<file path="config.mk">
export PLATFORM = sky130hd
export DESIGN_NAME = stream_mux_arb
export DESIGN_NICKNAME = d
export VERILOG_FILES = /design/src/rtl/stream_mux_arb.sv
export SDC_FILE = /design/constraint.sdc
export NUM_CORES = 1
export LEC_CHECK = 0
export CORE_MARGIN = 2
export CORE_UTILIZATION = 35
export DETAILED_ROUTE_END_ITERATION = 8
export PLACE_DENSITY_LB_ADDON = 0.2
export REMOVE_ABC_BUFFERS = 1
export SYNTH_ARGS = -nofsm -noshare
export SYNTH_HDL_FRONTEND = slang
export SYNTH_SLANG_ARGS = --single-unit
</file>
<file path="constraint.sdc">
create_clock -name clk -period 4.1 [get_ports clk]
set_input_delay 0.615 -clock clk [delete_from_list [all_inputs] [get_ports clk]]
set_output_delay 0.615 -clock clk [all_outputs]
set_load 0.01 [all_outputs]
</file>
<file path="src/rtl/stream_mux_arb.sv">
// N-to-1 packet stream multiplexer with manual or round-robin arbitration.
// A grant is held for a whole packet; output data path is a single register stage.
module stream_mux_arb #(
  parameter int WIDTH = 8,
  parameter int N     = 8,
  localparam int SELW = (N > 2) ? $clog2(N) : 1
) (
  input  logic                 clk,
  input  logic                 rst,
  input  logic [N*WIDTH-1:0]   in_data,
  input  logic [N-1:0]         in_valid,
  input  logic [N-1:0]         in_last,
  output logic [N-1:0]         in_ready,
  input  logic                 mode,
  input  logic [SELW-1:0]      sel,
  output logic [WIDTH-1:0]     out_data,
  output logic                 out_valid,
  output logic                 out_last,
  output logic [SELW-1:0]      out_ch,
  input  logic                 out_ready
);

  typedef enum logic [0:0] {
    IDLE = 1'b0,
    LOCK = 1'b1
  } state_t;

  state_t            state;
  state_t            state_nxt;
  logic [SELW-1:0]   gch;
  logic [SELW-1:0]   gch_nxt;
  logic [SELW-1:0]   rr_ptr;
  logic [SELW-1:0]   rr_nxt;
  logic [SELW-1:0]   scan_sel;
  logic              found;
  logic              can_load;
  logic              xfer;
  logic              cur_valid;
  logic              cur_last;
  logic [WIDTH-1:0]  cur_data;

  // Output register is free when empty or being drained this cycle
  assign can_load = ~out_valid | out_ready;

  // Select the granted channel's beat
  always_comb begin
    cur_valid = 1'b0;
    cur_last  = 1'b0;
    cur_data  = {WIDTH{1'b0}};
    for (int k = 0; k < N; k++) begin
      if (gch == SELW'(k)) begin
        cur_valid = in_valid[k];
        cur_last  = in_last[k];
        cur_data  = in_data[k*WIDTH +: WIDTH];
      end else begin
        cur_valid = cur_valid;
      end
    end
  end

  // Ready goes only to the locked channel, and only when the output can take a beat
  always_comb begin
    in_ready = {N{1'b0}};
    for (int k = 0; k < N; k++) begin
      if ((state == LOCK) && can_load && (gch == SELW'(k))) begin
        in_ready[k] = 1'b1;
      end else begin
        in_ready[k] = 1'b0;
      end
    end
  end

  assign xfer = (state == LOCK) && can_load && cur_valid;

  // Arbitration and packet-lock next-state logic
  always_comb begin
    state_nxt = state;
    gch_nxt   = gch;
    rr_nxt    = rr_ptr;
    found     = 1'b0;
    scan_sel  = {SELW{1'b0}};
    case (state)
      IDLE: begin
        if (mode == 1'b0) begin
          // sel values at or beyond N match no channel and so grant nothing
          for (int k = 0; k < N; k++) begin
            if ((sel == SELW'(k)) && in_valid[k]) begin
              found   = 1'b1;
              gch_nxt = SELW'(k);
            end else begin
              found = found;
            end
          end
        end else begin
          for (int i = 1; i <= N; i++) begin
            scan_sel = SELW'((int'(rr_ptr) + i) % N);
            if (!found && in_valid[scan_sel]) begin
              found   = 1'b1;
              gch_nxt = scan_sel;
              rr_nxt  = scan_sel;
            end else begin
              found = found;
            end
          end
        end
        if (found) begin
          state_nxt = LOCK;
        end else begin
          state_nxt = IDLE;
        end
      end
      LOCK: begin
        if (xfer && cur_last) begin
          state_nxt = IDLE;
        end else begin
          state_nxt = LOCK;
        end
      end
      default: begin
        state_nxt = IDLE;
      end
    endcase
  end

  // Arbiter state registers
  always_ff @(posedge clk or posedge rst) begin
    if (rst) begin
      state  <= IDLE;
      gch    <= {SELW{1'b0}};
      rr_ptr <= SELW'(N - 1);
    end else begin
      state  <= state_nxt;
      gch    <= gch_nxt;
      rr_ptr <= rr_nxt;
    end
  end

  // Output register stage: load on transfer, clear valid on a pure drain
  always_ff @(posedge clk or posedge rst) begin
    if (rst) begin
      out_valid <= 1'b0;
      out_data  <= {WIDTH{1'b0}};
      out_last  <= 1'b0;
      out_ch    <= {SELW{1'b0}};
    end else if (xfer) begin
      out_valid <= 1'b1;
      out_data  <= cur_data;
      out_last  <= cur_last;
      out_ch    <= gch;
    end else if (out_valid && out_ready) begin
      out_valid <= 1'b0;
    end else begin
      out_valid <= out_valid;
    end
  end

endmodule

</file>
==> flow_metrics.py <==
metrics = {
    "run_status": {
        "status": "finished clean",
    },
    "critical_path": {
        "crit_path_top_delay_cell": "ha_1",
        "startpoint_type": "register",
        "critPathCaptureType": "register",
        "cp.arrival_ns": 3.54,
        "crit_required_ns": 4.24,
        "crit_buf_inv": 1,
        "slowest_delay_ns": 0.73,
        "crit_chain": "inv_1, ha_1, mux4_2, mux2i_2, o311ai_1, a32o_1, o2bb2ai_1, o221ai_1, o21a_1, a221oi_2",
        "critPathMaxFanout": 14,
        "crit_family": "compound AO/OA/AOI/OAI gates",
        "crit_type": "reg2reg",
    },
    "logic_synthesis": {
        "synth_cell_types": 64,
        "yosysTopAreaCellShare_pct": 15.61,
        "ys_seq_area_share_pct": 18.50,
        "syn_area_per_cell_um2": 8.283,
        "syn-cell-area_um2": 2725,
        "synth-async-reset-ratio_pct": 100.0,
        "synth_edf_count": 0,
        "ys_seq_elements": 20,
        "synthTopCellsByArea": "dfrtp_1, mux4_2, mux2i_1",
        "synth.most_common_cell": "nand2_1",
        "ys.flop_type": "dfrtp_1",
        "yosysWarnings": 0,
        "yosysTopAreaCell": "dfrtp_1",
        "syn-instance-count": 329,
        "synth_common_cells": "nand2_1, a21oi_1, nor2_1, mux2i_1, o21ai_0",
    },
    "clock_tree": {
        "clk_latency_ns": 0.26,
        "cts_tree": "built",
        "clock_sinks": 20,
        "htree_levels": 1,
        "clockBufferDepth": 2,
        "path_clk_slew_ns": 0.08,
        "hold_buffers": 0,
        "post_cts_buffers": 0,
        "cts_buffers": 3,
        "root_buffer": "clkbuf_8",
        "cts_resized": 0,
    },
    "die": {
        "die_area_um2": 8508,
        "num_rows": 32,
        "ioPinCount": 108,
        "die_height_um": 92.24,
        "die_width_um": 92.24,
        "core_area_um2": 7647,
        "start_util_pct": 35.63,
    },
    "route": {
        "wl_per_cell_um": 16.80,
        "firstDrtPassIters": 5,
        "viasPerCell": 5.588,
        "drtIter0Drc": 154,
        "wirelength_um": 8721,
        "route.detailed.drc": 0,
        "ant_nets": 0,
        "dr_total_vias": 2900,
    },
    "sta": {
        "layout_setup_ws_ns": 0.6962,
        "hold_viol_final": 0,
        "finClkSkew_ns": 0.005219,
        "tns_ns": 0,
        "rsz0062_at_grt": "false",
        "slew_headroom_pct": 41.26,
        "drv_slew": 0,
        "setup_viol": 0,
        "fmax_mhz": 293.8,
        "min_period_over_period_pct": 83.02,
        "min_period_ns": 3.404,
        "tightestPinTransition_ns": 0.8810,
    },
    "final_layout": {
        "drive_above_1_share_pct": 11.51,
        "post-route-util_pct": 51.15,
        "syn_to_final_growth_pct": 43.53,
        "antenna_cells": 0,
        "final_cells": 519,
        "fin_area_um2": 3911,
        "nets": 507,
    },
    "power": {
        "p_leak_nw": 1.473,
        "ir_drop_uv": 345.3,
        "powerDensity_nw_per_um2": 776.8,
    },
    "placed_design": {
        "placed_area_um2": 3840,
        "dp_slack_ns": 0.7188,
        "place_congestion": 0.8938,
        "io_buffers": 107,
        "dp_hpwl_um": 6760,
        "placed_cells": 515,
    },
    "global_route": {
        "grt_pass1_wl_um": 14370,
        "grt_overflow": 0,
        "grt.total_usage_pct": 20.84,
        "first_global_vias": 2902,
        "grt_max_degree": 27,
        "antenna_found_initial": 0,
    },
    "worst_hold_path": {
        "hold_path_class": "reg2reg",
    },
    "flow_run": {
        "drv_cap": 0,
    },
}
layout make-up:
cell class | count | area, µm²
multi-input combinational | 271 | 2058
tap | 102 | 127.6
fill | 724 | 3736
sequential | 20 | 504.2
inverter | 9 | 33.78
clock inverter | 1 | 30.03
timing repair buffer | 113 | 1116
clock buffer | 3 | 41.29
kinds of logic after synthesis:
kind of cell / synth area share (%)
AO/OA/AOI/OAI: 24.29
buffers and inverters: 6.106
multiplexers: 27.69
AND/OR/NAND/NOR: 20.94
flip-flops: 18.50
XOR/XNOR: 1.561
adder cells (fa/ha/maj): 0.9181
metrics by stage:
step                hold slack [ns]  power [mW]
global route                 0.5091       3.304
detailed placement           0.4733       2.823
floorplan                    0.5162       2.100
CTS                          0.4917       3.036
finish                       0.4885       3.038
global placement             0.4664       2.817
flip-flops by register name, indices dropped and copies added (netlist names):
| register | flops |
|---|---|
| gch | 3 |
| out_ch | 3 |
| out_data | 8 |
| out_last | 1 |
| out_valid | 1 |
| rr_ptr | 3 |
| state | 1 |
worst paths after layout:
check | startpoint | to | slack, ns | cells past startpoint
setup / recovery | rr_ptr[0] | gch[2] | 0.70 | 10
hold / removal | out_last | out_last | 0.49 | 2
setup reg to reg | rr_ptr[0] | gch[2] | 0.70 | 10
hold reg to reg | out_last | out_last | 0.49 | 2
max in group asynchronous | rst | out_last | 2.81 | 2
min in group asynchronous | rst | gch[0] | 0.80 | 2
routing by layer:
metal | GRT usage, % | wire [µm]
met5 | 0 | 0
met2 | 35.36 | 4312
met3 | 5.012 | 663
met1 | 27.06 | 3652
met4 | 4.353 | 92
report_power, final:
group          internal (mW)  switching (mW)  total [mW]  leakage (nW)
combinational           1.11            1.27        2.37          1.20
sequential             0.311           0.150       0.461         0.237
clock                  0.130          0.0718       0.202        0.0357
layout by cell type, fill, tap and decap left out, drive strengths merged, types with 3 or more instances in the layout:
cell	instances
clkdlybuf4s50	107
nand2	39
a21oi	34
nor2	34
mux2i	27
o21ai	24
mux4	19
dfrtp	17
inv	8
nand3	7
nor2b	6
nor3b	6
nand2b	6
buf	6
o221ai	5
o22ai	4
nor4	4
mux2	4
nor3	3
nand3b	3
a32o	3
a22oi	3
clkbuf	3
dfstp	3
xnor2	3
o21a	3
worst min-delay path, cell delays in order, from the launching register on:
cell and delay (ns):
dfrtp_1 0.35, nand2_1 0.04, o21ai_0 0.06
No activity file was read; power rests on OpenSTA's default activity.
